<file path="src/rtl/packet_tx_pkg.sv">
// Shared packet-link definitions: framing constants, response codes and tx state encoding.
package packet_tx_pkg;

    localparam int unsigned BYTE_W          = 8;
    localparam int unsigned PKT_MAX_PAYLOAD = 16;
    localparam int unsigned LEN_W           = 5;

    localparam logic [BYTE_W-1:0] PKT_SYNC_BYTE = 8'h55;
    localparam logic [BYTE_W-1:0] PKT_CHK_INIT  = 8'h00;
    localparam logic [BYTE_W-1:0] RSP_ERROR     = 8'h80;
    localparam logic [BYTE_W-1:0] RSP_OK        = 8'h81;

    typedef enum logic [2:0] {
        S_IDLE    = 3'd0,
        S_SYNC    = 3'd1,
        S_LEN     = 3'd2,
        S_PAYLOAD = 3'd3,
        S_CHK     = 3'd4
    } tx_state_t;

    // Payload length as carried on the wire: requested length limited to the buffer size.
    function automatic logic [LEN_W-1:0] clamp_len(input logic [BYTE_W-1:0] len);
        return (len > BYTE_W'(PKT_MAX_PAYLOAD)) ? LEN_W'(PKT_MAX_PAYLOAD) : len[LEN_W-1:0];
    endfunction

endpackage

</file>
<file path="src/rtl/packet_tx.sv">
// Packet transmitter: captures a response packet and streams SYNC, LEN, payload, XOR checksum
// one byte at a time over a valid/ready handshake to the UART byte transmitter.
module packet_tx
    import packet_tx_pkg::*;
#(
    parameter logic [7:0] SYNC_BYTE = PKT_SYNC_BYTE,
    parameter logic [7:0] CHK_INIT  = PKT_CHK_INIT
) (
    input  logic       clk,
    input  logic       rst,
    input  logic       tx_packet_wr,
    input  logic [7:0] tx_payload_len,
    input  logic [7:0] tx_buf0,
    input  logic [7:0] tx_buf1,
    input  logic [7:0] tx_buf2,
    input  logic [7:0] tx_buf3,
    input  logic [7:0] tx_buf4,
    input  logic [7:0] tx_buf5,
    input  logic [7:0] tx_buf6,
    input  logic [7:0] tx_buf7,
    input  logic [7:0] tx_buf8,
    input  logic [7:0] tx_buf9,
    input  logic [7:0] tx_buf10,
    input  logic [7:0] tx_buf11,
    input  logic [7:0] tx_buf12,
    input  logic [7:0] tx_buf13,
    input  logic [7:0] tx_buf14,
    input  logic [7:0] tx_buf15,
    output logic       tx_done,
    output logic       tx_busy,
    output logic       tx_overrun,
    output logic [7:0] tx_byte,
    output logic       tx_byte_valid,
    input  logic       tx_byte_ready
);

    logic [BYTE_W-1:0] buf_in [PKT_MAX_PAYLOAD];
    logic [BYTE_W-1:0] buf_q  [PKT_MAX_PAYLOAD];
    logic [BYTE_W-1:0] buf_d  [PKT_MAX_PAYLOAD];

    tx_state_t         state_q, state_d;
    logic [LEN_W-1:0]  len_q, len_d;
    logic [LEN_W-1:0]  idx_q, idx_d;
    logic [BYTE_W-1:0] chk_q, chk_d;
    logic [BYTE_W-1:0] byte_d;
    logic              valid_d, busy_d, done_d, overrun_d;
    logic              hs_c;
    logic [BYTE_W-1:0] cur_byte_c;

    assign buf_in[0]  = tx_buf0;
    assign buf_in[1]  = tx_buf1;
    assign buf_in[2]  = tx_buf2;
    assign buf_in[3]  = tx_buf3;
    assign buf_in[4]  = tx_buf4;
    assign buf_in[5]  = tx_buf5;
    assign buf_in[6]  = tx_buf6;
    assign buf_in[7]  = tx_buf7;
    assign buf_in[8]  = tx_buf8;
    assign buf_in[9]  = tx_buf9;
    assign buf_in[10] = tx_buf10;
    assign buf_in[11] = tx_buf11;
    assign buf_in[12] = tx_buf12;
    assign buf_in[13] = tx_buf13;
    assign buf_in[14] = tx_buf14;
    assign buf_in[15] = tx_buf15;

    assign hs_c       = tx_byte_valid & tx_byte_ready;
    assign cur_byte_c = buf_q[idx_q[3:0]];

    // Next-state and next-output logic; every output register is loaded with the byte it presents next.
    always_comb begin
        state_d   = state_q;
        len_d     = len_q;
        idx_d     = idx_q;
        chk_d     = chk_q;
        buf_d     = buf_q;
        byte_d    = tx_byte;
        valid_d   = tx_byte_valid;
        busy_d    = tx_busy;
        done_d    = 1'b0;
        overrun_d = tx_overrun;

        if (tx_packet_wr && (state_q != S_IDLE)) begin
            overrun_d = 1'b1;
        end

        case (state_q)
            S_IDLE: begin
                if (tx_packet_wr) begin
                    len_d   = clamp_len(tx_payload_len);
                    buf_d   = buf_in;
                    idx_d   = '0;
                    chk_d   = CHK_INIT;
                    state_d = S_SYNC;
                    byte_d  = SYNC_BYTE;
                    valid_d = 1'b1;
                    busy_d  = 1'b1;
                end
            end
            S_SYNC: begin
                if (hs_c) begin
                    state_d = S_LEN;
                    byte_d  = BYTE_W'(len_q);
                end
            end
            S_LEN: begin
                if (hs_c) begin
                    chk_d = chk_q ^ BYTE_W'(len_q);
                    if (len_q != '0) begin
                        state_d = S_PAYLOAD;
                        byte_d  = buf_q[0];
                    end else begin
                        state_d = S_CHK;
                        byte_d  = chk_q ^ BYTE_W'(len_q);
                    end
                end
            end
            S_PAYLOAD: begin
                if (hs_c) begin
                    chk_d = chk_q ^ cur_byte_c;
                    if (idx_q == (len_q - LEN_W'(1))) begin
                        state_d = S_CHK;
                        byte_d  = chk_q ^ cur_byte_c;
                    end else begin
                        idx_d  = idx_q + LEN_W'(1);
                        byte_d = buf_q[idx_q[3:0] + 4'd1];
                    end
                end
            end
            S_CHK: begin
                if (hs_c) begin
                    state_d = S_IDLE;
                    byte_d  = '0;
                    valid_d = 1'b0;
                    busy_d  = 1'b0;
                    done_d  = 1'b1;
                end
            end
            default: begin
                state_d = S_IDLE;
                valid_d = 1'b0;
                busy_d  = 1'b0;
            end
        endcase
    end

    always_ff @(posedge clk) begin
        if (rst) begin
            state_q       <= S_IDLE;
            len_q         <= '0;
            idx_q         <= '0;
            chk_q         <= '0;
            tx_byte       <= '0;
            tx_byte_valid <= 1'b0;
            tx_busy       <= 1'b0;
            tx_done       <= 1'b0;
            tx_overrun    <= 1'b0;
            for (int i = 0; i < int'(PKT_MAX_PAYLOAD); i++) begin
                buf_q[i] <= '0;
            end
        end else begin
            state_q       <= state_d;
            len_q         <= len_d;
            idx_q         <= idx_d;
            chk_q         <= chk_d;
            buf_q         <= buf_d;
            tx_byte       <= byte_d;
            tx_byte_valid <= valid_d;
            tx_busy       <= busy_d;
            tx_done       <= done_d;
            tx_overrun    <= overrun_d;
        end
    end

endmodule

</file>
<file path="config.mk">
export PLATFORM = sky130hd
export DESIGN_NAME = packet_tx
export DESIGN_NICKNAME = d
export VERILOG_FILES = /design/src/rtl/packet_tx_pkg.sv /design/src/rtl/packet_tx.sv
export SDC_FILE = /design/constraint.sdc
export NUM_CORES = 1
export LEC_CHECK = 0
export ABC_AREA = 1
export CAP_MARGIN = 20
export CORE_MARGIN = 4
export CORE_UTILIZATION = 26
export CTS_CLUSTER_DIAMETER = 50
export DETAILED_ROUTE_END_ITERATION = 6
export PLACE_DENSITY_LB_ADDON = 0.2
export SETUP_SLACK_MARGIN = 0.3
export SYNTH_ARGS = -nofsm -noshare
export SYNTH_HDL_FRONTEND = slang
export SYNTH_SLANG_ARGS = --single-unit
</file>
<file path="constraint.sdc">
create_clock -name clk -period 5.05 [get_ports clk]
set_input_delay 1.01 -clock clk [delete_from_list [all_inputs] [get_ports clk]]
set_output_delay 1.01 -clock clk [all_outputs]
set_load 0.1 [all_outputs]
</file>
==> results.tsv, run 1 <==
stage	metric	value	unit
run_status	outcome	finished, final reports clean	
final_layout	seq_area	3210	um2
power	vdd_ir_drop_max	0.000241	V
cts	cts_root_buffer	clkbuf_16	
min_path	hold_depth	2	
routing	antenna_left	0	
floorplan	num_rows	66	
routing	wire_per_inst	17.2	um
sta	fin_setup_tns	0	ps
synthesis	yosys_warnings	0	
cts	postCtsHoldBufs	0	
final_layout	fin_nets	1571	
floorplan	core	32700	um2
place	gp_congestion	0.850	
power	power_density	503	nW/um2
worst_setup_path	slowest_delay	1170	ps
floorplan	dieArea	36300	um2
synthesis	seq_area_frac_synth	37.0	%
cts	numCtsBuffers	17	
floorplan	die_w	191	um
cts	cts.repair.resized	0	
synthesis	synth.distinct_cells	36	
synthesis	synth-main-ff-cell	dfxtp_1	
worst_setup_path	cp_num_buf_inv	1	
synthesis	synth-async-reset-ratio	0	%
synthesis	synth_nets	1481	
worst_setup_path	reg2reg_depth	10	
floorplan	die_h	191	um
power	total_power	0.00553	W
sta	finalHoldViolations	0	
floorplan	io_pins	152	
sta	fmaxAchievable	331	MHz
min_path	min_from	buf_q[80]	
sta	finalSetupViolCount	0	
worst_setup_path	slowest_stage	clkdlybuf4s50_1	
final_layout	fill_cells	3632	
cts	cts_tree	yes	
routing	first_pass_iters	5	
worst_setup_path	reg2reg_slack	2120	ps
sta	fin_worst_skew	12.9	ps
global_route	grt_pass1_vias	9138	
worst_setup_path	worstPathMaxFanout	2	
global_route	grt_usage	17.6	%
min_path	holdPathEnd	buf_q[80]	
worst_setup_path	cp.arrival	2010	ps
cts	h-tree-depth	4	
worst_setup_path	timing.rr.end	tx_byte[6]	
final_layout	fin_area	11000	um2
sta	rsz0062_at_grt	no	
synthesis	synth_top_cell_by_area	dfxtp_1	
sta	finalCritPeriodShare	59.8	%
sta	worst_pin_slew	1070	ps
min_path	hold_class	reg2reg	
synthesis	synth_edf_count	0	
cts	path_clk_slew	70	ps
routing	wl	32400	um
power	p_leak	4.26	nW
routing	vias	9244	
worst_setup_path	cp.required	4040	ps
worst_setup_path	crit_family	buffers and inverters	
final_layout	diodes	0	
cts	cts_setup_buffers	0	
global_route	grt_first_pass_wirelength	50600	um
worst_setup_path	cp-start-kind	register	
cts	clock_latency	440	ps
sta	finalWorstPathRequiredPeriod	3020	ps
final_layout	drive_above_1_share	5.27	%
synthesis	syn_area	8660	um2
routing	dr.first_iter.drc_count	699	
sta	slew_violations	0	
place	portBuffers	151	
worst_setup_path	cp_cell_sequence	clkdlybuf4s50_1	
synthesis	synth_top_cell_area_share	37.0	%
global_route	antenna_found_initial	0	
final_layout	multiInputGateArea	4540	um2
place	dpl.hpwl	22400	um
floorplan	initial_core_util	26.5	%
synthesis	yosys_register_bits	160	
routing	vias_per_cell	4.91	
final_layout	final_common_cell	nand2_1	
cts	clock_sinks	160	
worst_setup_path	setup.worst_path.class	reg2out	
final_layout	layout_common_cells	nand2_1 (213), o21ai_0 (189), a21oi_1 (172)	
final_layout	area_delta_synth_final	27.0	%
worst_setup_path	cp-end-kind	primary output	
synthesis	synth_area_leaders	dfxtp_1 (37%), o21ai_0 (11%), a21oi_1 (9.9%), nand2_1 (9.2%), nand3_1 (9.1%)	
global_route	grt_max_degree	108	
routing	drc	0	
synthesis	syn-mean-instance-area	6.47	um2
sta	slew-limit-headroom	28.3	%
place	dpl_cell_area	10400	um2
synthesis	syn_inst	1339	
worst_setup_path	regToRegStartpoint	idx_q[0]	
run	drv_cap	0	
cts	cts_buffer_depth	2	
global_route	overflow	0	
-- worst max path at each step --
stage | start | end | slack, ps | cells past startpoint
2_1_floorplan | tx_byte_valid | tx_byte_valid | 2650 | 1
3_3_place_gp | tx_packet_wr | tx_byte[4] | 2040 | 8
3_5_place_dp | tx_packet_wr | tx_byte[6] | 2010 | 8
4_1_cts | tx_byte[0] | tx_byte[0] | 2010 | 1
5_1_grt | idx_q[0] | tx_byte[0] | 1870 | 11
6_report | tx_byte[3] | tx_byte[3] | 2030 | 1
-- power breakdown --
| group | total (W) | switching [W] | leakage (nW) | internal (W) |
|---|---|---|---|---|
| Combinational | 0.00228 | 0.00155 | 2.64 | 0.000727 |
| Clock | 0.00135 | 0.000606 | 0.290 | 0.000745 |
| Sequential | 0.00190 | 0.000297 | 1.32 | 0.00161 |
-- final cells by class --
cell class	instances	area share (%)
Inverter	129	4.48
Clock buffer	17	3.87
Sequential cell	160	29.1
Multi-Input combinational cell	958	41.3
Tap cell	442	5.03
Timing Repair Buffer	163	14.7
Clock inverter	15	1.56
-- metal layers --
metal	wire (um)	track usage [%]	share of wire (%)
met5	0	0	0
met4	1080	6.55	3.3
met3	1490	2.80	4.6
met2	14700	28.5	45
met1	15100	23.8	47
-- cells in the mapped netlist, types with 2 or more instances --
cell	n
a21oi_1	172
a31oi_1	11
buf_1	5
buf_2	41
buf_4	7
buf_6	2
clkbuf_1	37
dfxtp_1	160
ha_1	2
inv_1	113
inv_2	14
nand2_1	213
nand2_2	4
nand3_1	157
nand3_2	3
nand3b_1	2
nor2_1	148
nor2_2	6
o2111ai_1	4
o211ai_1	23
o21ai_0	189
o21ai_1	3
o21bai_1	2
o221ai_1	4
o22ai_1	5
xnor2_1	2
-- cell families (layout without fill, tap and decap cells) --
group / count (synthesis) / after routing / share of synthesized area [%]
xor+xnor: 3 / 3 / 0.303
compound gates: 415 / 415 / 25.4
simple gates: 538 / 538 / 26.4
buf+inv: 221 / 324 / 10.7
fa+ha+maj: 2 / 2 / 0.289
flops: 160 / 160 / 37.0
-- stage by stage --
stage	hold slack (ps)	setup WS, ps	cells	util, %
floorplan	436	2650	1339	-
global placement	454	2040	1852	31.8
detailed placement	460	2010	1852	31.8
CTS	471	2010	1884	33.6
global route	487	1870	1884	33.6
finish	470	2030	1884	33.6
-- flip-flops by register name, summed over array words and instances, names as in the netlist --
signal	count
buf_q	128
chk_q	8
idx_q	5
len_q	5
state_q	3
tx_byte	8
tx_byte_valid	1
tx_done	1
tx_overrun	1
No activity file was read; power rests on OpenSTA's default activity.
==> run 2: changes to the inputs <==
Clock period 5.05 ns to 3.1 ns, I/O delays scaled along.
==> results.tsv, run 2 (synthesized netlist as in run 1, its figures left out) <==
stage	metric	value	unit	change
worst_setup_path	setup.worst_path.class	reg2reg		
final_layout	final_common_cell	nand2_1		
cts	cts_root_buffer	clkbuf_16		
power	power_density	805	nW/um2	+60%
cts	clock_latency	430	ps	about the same
sta	finalWorstPathRequiredPeriod	2300	ps	
sta	finalHoldViolations	0		unchanged
floorplan	num_rows	66		unchanged
final_layout	drive_above_1_share	6.47	%	+1.2 points
routing	wl_met2	14300	um	-3.1%
routing	first_pass_iters	5		unchanged
place	gp_congestion	0.843		-0.79%
sta	slew_violations	0		unchanged
final_layout	diodes	0		unchanged
worst_setup_path	cp-start-kind	register		
routing	drt-met1-wl	14800	um	-1.7%
place	portBuffers	151		unchanged
routing	drc	0		unchanged
floorplan	io_pins	152		unchanged
sta	fmaxAchievable	434	MHz	
routing	wl	31200	um	-3.6%
worst_setup_path	cp.arrival	2630	ps	+620 ps
global_route	grt_usage	16.9	%	-0.77 points
final_layout	regMostFlops	buf_q		
min_path	hold_class	reg2reg		
final_layout	utilization	33.9	%	+0.22 points
worst_setup_path	cp.required	3420	ps	-620 ps
cts	postCtsHoldBufs	0		unchanged
routing	wl_met3	1380	um	-6.8%
final_layout	fin_nets	1582		+0.70%
worst_setup_path	timing.rr.end	tx_byte[6]		
final_layout	area_delta_synth_final	27.9	%	
cts	cts_buffer_depth	2		unchanged
worst_setup_path	regToRegStartpoint	idx_q[1]		
routing	vias_per_cell	4.85		-1.2%
run_status	outcome	finished, final reports clean		
run	drv_cap	0		unchanged
sta	rsz0062_at_grt	no		
sta	finalSetupViolCount	0		unchanged
global_route	overflow	0		unchanged
cts	clock_sinks	160		unchanged
power	vdd_ir_drop_max	0.000473	V	+96%
worst_setup_path	reg2reg_depth	11		+1
final_layout	layout_common_cells	nand2_1 (213), o21ai_0 (189), a21oi_1 (172)		
global_route	antenna_found_initial	0		unchanged
floorplan	die_h	191	um	unchanged
global_route	grt_pass1_vias	8751		-4.2%
routing	wire_per_inst	16.5	um	-4.1%
worst_setup_path	cp-end-kind	register		
cts	cts_setup_buffers	0		unchanged
cts	h-tree-depth	4		unchanged
floorplan	dieArea	36300	um2	unchanged
power	p_leak	4.34	nW	+1.9%
floorplan	initial_core_util	26.5	%	unchanged
floorplan	die_w	191	um	unchanged
cts	numCtsBuffers	17		unchanged
sta	fin_setup_tns	0	ps	unchanged
global_route	grt_max_degree	103		-4.6%
floorplan	core	32700	um2	unchanged
worst_setup_path	worstPathMaxFanout	30		+28
worst_setup_path	cp-endpoint	tx_byte[6]		
routing	top_layer	met4		
sta	fin_worst_skew	14.1	ps	+1.21 ps
cts	cts.repair.resized	0		unchanged
final_layout	reg.largest.list	buf_q x128, chk_q x8, tx_byte x8		
routing	vias	9186		-0.63%
cts	path_clk_slew	70	ps	about the same
worst_setup_path	crit_start	idx_q[1]		
worst_setup_path	reg2reg_slack	800	ps	-1320 ps
global_route	grt_first_pass_wirelength	48500	um	-4.1%
sta	slew-limit-headroom	33.3	%	+5.0 points
place	dpl.hpwl	21900	um	-2.1%
min_path	min_from	buf_q[70]		
sta	finalCritPeriodShare	74.3	%	
cts	cts_tree	yes		
routing	dr.first_iter.drc_count	690		-1.3%
sta	worst_pin_slew	993	ps	-79.0 ps
final_layout	largest_reg_flops	128		unchanged
routing	antenna_left	0		unchanged
## run 2: changes by cell type in the layout (fill, tap and decap cells not counted), sizes merged
cell | previous run | this run
buf | 12 | 35
clkdlybuf4s50 | 151 | 139
clkbuf | 17 | 23
inv | 134 | 128
clkinv | 6 | 7
clkinvlp | 2 | 1
## run 2: per-stage QoR
step / total power, W / hold slack, ps / setup WS (ps) / cells / area (um2)
after CTS: 0.00898 / 466 / 788 / 1895 / 11100
final: 0.00892 / 465 / 798 / 1895 / 11100
after detailed placement: 0.00686 / 457 / 674 / 1863 / 10500
after floorplan: 0.00577 / 436 / 1070 / 1339 / 8660
after global placement: 0.00684 / 450 / 705 / 1863 / 10500
after global routing: 0.00959 / 483 / 568 / 1895 / 11100
## run 2: area by class of cell
type	count	area, um2
multi-input cells	958	4540
fillers	3605	21600
repair buffers	174	1720
clock buffers	23	458
flip-flops and latches	160	3210
clock inverters	9	109
well taps	442	553
inverters	129	493
## run 2: worst max-delay path: stages, from the launching register on
cell and delay, ps:
dfxtp_1 330, buf_4 240, ha_1 300, inv_1 60
buf_4 380, o21ai_0 170, o211ai_1 230, nand3_1 140
nand2_1 90, nor2_1 50, nor2_1 120, a21oi_1 80
## run 2: how the worst min path moves through the flow
| stage | to | slack, ps | cells after the start |
|---|---|---|---|
| floorplan | buf_q[102] | 440 | 2 |
| finish | buf_q[70] | 470 | 2 |
| global placement | buf_q[62] | 450 | 2 |
| global route | buf_q[97] | 480 | 2 |
| detailed placement | buf_q[70] | 460 | 2 |
| CTS | buf_q[62] | 470 | 2 |
## run 2: routing by layer
layer	track usage (%)	vias to the layer above
li1	-	4688
met3	2.49	49
met1	23.3	4168
met2	27.4	281
met4	4.97	0
met5	0	-
## run 2: where the power goes
part | switching [W] | internal (W) | total, W | leakage [nW]
registers | 0.000349 | 0.00262 | 0.00297 | 1.32
logic | 0.00262 | 0.00124 | 0.00387 | 2.74
clock network | 0.000881 | 0.00121 | 0.00209 | 0.275
==> run 3: changes to the inputs <==
Clock period 3.1 ns to 2.4 ns, I/O delays scaled along.
==> results.tsv, run 3 (synthesized netlist as in run 1, its figures left out) <==
stage	metric	value	unit	change
run_status	outcome	finished, final reports clean		
floorplan	dieArea	36300	um2	unchanged
final_layout	diodes	0		unchanged
power	p_leak	4.52	nW	+4.2%
worst_setup_path	reg2reg_depth	12		+1
final_layout	fin_nets	1613		+2.0%
sta	finalSetupViolCount	0		unchanged
cts	cts_root_buffer	clkbuf_16		
floorplan	io_pins	152		unchanged
routing	dr.first_iter.drc_count	784		+14%
cts	path_clk_slew	70	ps	about the same
sta	fmaxAchievable	503	MHz	+16%
worst_setup_path	cp-end-kind	register		
run	drv_cap	0		unchanged
min_path	hold_class	reg2reg		
sta	finalHoldViolations	0		unchanged
final_layout	fill_cells	3582		-0.64%
power	comb_power_share	43.5	%	+0.2 points
floorplan	die_w	191	um	unchanged
place	portBuffers	151		unchanged
routing	wl	31600	um	+1.3%
global_route	grt_pass1_vias	9017		+3.0%
power	vdd_ir_drop_max	0.000480	V	+1.5%
final_layout	area_delta_synth_final	32.3	%	
sta	worst_pin_slew	418	ps	-574 ps
final_layout	regMostFlops	buf_q		
worst_setup_path	cp-start-kind	register		
floorplan	num_rows	66		unchanged
global_route	grt_usage	17.1	%	+0.27 points
power	p_seq_share	32.1	%	-1.1 points
sta	slew_violations	0		unchanged
worst_setup_path	worstPathMaxFanout	10		-67%
worst_setup_path	timing.rr.end	tx_byte[7]		
floorplan	core	32700	um2	unchanged
routing	antenna_left	0		unchanged
cts	h-tree-depth	4		unchanged
floorplan	die_h	191	um	unchanged
place	gp_congestion	0.875		+3.8%
worst_setup_path	cp.required	2740	ps	-680 ps
worst_setup_path	cp.arrival	2330	ps	-300 ps
routing	wire_per_inst	16.4	um	-0.38%
final_layout	reg.largest.list	buf_q x128, chk_q x8, tx_byte x8		
min_path	hold_depth	2		unchanged
sta	fin_setup_tns	0	ps	unchanged
final_layout	largest_reg_flops	128		unchanged
routing	vias_per_cell	4.86		+0.30%
cts	clock_sinks	160		unchanged
sta	rsz0062_at_grt	yes		
sta	fin_worst_skew	16.0	ps	+1.89 ps
cts	cts_tree	yes		
min_path	min_from	buf_q[62]		
global_route	antenna_found_initial	0		unchanged
routing	first_pass_iters	6		+1
floorplan	initial_core_util	26.5	%	unchanged
sta	finalCritPeriodShare	82.9	%	+8.6 points
power	switchingPower	0.00517	W	+34%
power	power_density	1050	nW/um2	+30%
sta	slew-limit-headroom	71.8	%	+39 points
global_route	grt_first_pass_wirelength	49400	um	+1.9%
final_layout	utilization	35.0	%	+1.2 points
power	p_sw_share	42.9	%	-0.24 points
routing	vias	9364		+1.9%
routing	drc	0		unchanged
worst_setup_path	regToRegStartpoint	idx_q[1]		
final_layout	drive_above_1_share	9.37	%	+2.9 points
power	pwr-share-clk	24.4	%	+1.0 points
place	dpl.hpwl	22700	um	+3.5%
global_route	overflow	0		unchanged
global_route	grt_max_degree	86		-17%
cts	cts_buffer_depth	2		unchanged
final_layout	final_common_cell	nand2_1		
min_path	holdPathEnd	buf_q[62]		
power	p_int	0.00687	W	+35%
sta	finalWorstPathRequiredPeriod	1990	ps	-313 ps
sta	holdWs	466	ps	+0.437 ps
final_layout	layout_common_cells	nand2_1 (212), o21ai_0 (188), a21oi_1 (169)		
worst_setup_path	reg2reg_slack	410	ps	-390 ps
cts	numCtsBuffers	17		unchanged
worst_setup_path	setup.worst_path.class	reg2reg		
cts	clock_latency	450	ps	+20 ps
## run 3: metal layers
| layer | GRT usage (%) | up-vias | part of all wire (%) |
|---|---|---|---|
| li1 | - | 4758 | - |
| met1 | 23.0 | 4285 | 47 |
| met2 | 27.9 | 276 | 46 |
| met3 | 2.82 | 45 | 4.5 |
| met4 | 5.99 | 0 | 2.6 |
| met5 | 0 | - | 0 |
## run 3: critical path: stages, from the launching register on
cell and delay (ps):
dfxtp_1 400, buf_4 260, nand2_2 90, o21ai_0 200
nand2_2 80, inv_2 210, nand3_1 140, nand2_1 110
nor2_1 50, nor2_1 110, nand2_2 90, nand2_1 80
a21oi_1 60
## run 3: how the worst max path moves through the flow
stage / from / end / slack, ps / depth (start not counted)
global placement: idx_q[0] / tx_byte[6] / 190 / 10
detailed placement: tx_packet_wr / buf_q[100] / 150 / 7
finish: idx_q[1] / tx_byte[7] / 410 / 12
CTS: idx_q[0] / tx_byte[7] / 320 / 12
global route: idx_q[1] / tx_byte[7] / 280 / 12
floorplan: tx_byte_valid / chk_q[3] / 370 / 8
## run 3: timing repair
action | CTS | global route
setup buffers | 0 | 9
endpoints found under the hold margin | 0 | 0
cloned | 0 | 0
pin swaps | 0 | 4
hold buffers | 0 | 0
setup endpoints to repair | 9 | 28
resized for setup | 4 | 19
## run 3: power by group through the flow
stage | Combinational (W) | Sequential (W) | Clock [W]
2_1_floorplan | 0.00347 | 0.00399 | 0
3_3_place_gp | 0.00504 | 0.00393 | 0
3_5_place_dp | 0.00509 | 0.00393 | 0
4_1_cts | 0.00512 | 0.00388 | 0.00300
5_1_grt | 0.00589 | 0.00395 | 0.00310
6_report | 0.00524 | 0.00386 | 0.00293
## run 3: metrics by stage
step	cells	power, W	area, um2	setup WS [ps]
after floorplan	1339	0.00745	8660	366
after global placement	1885	0.00897	10700	188
after detailed placement	1885	0.00902	10700	147
after CTS	1917	0.0120	11300	318
after global routing	1926	0.0130	11500	276
final	1926	0.0120	11500	410
## run 3: layout make-up
cell class                      count  area [um2]  share of cell area (%)
Clock buffer                       18         429                    3.75
Multi-Input combinational cell    958        4590                    40.0
Tap cell                          442         553                    4.83
Timing Repair Buffer              205        1980                    17.3
Inverter                          129         502                    4.38
Clock inverter                     14         190                    1.66
Sequential cell                   160        3210                    28.0
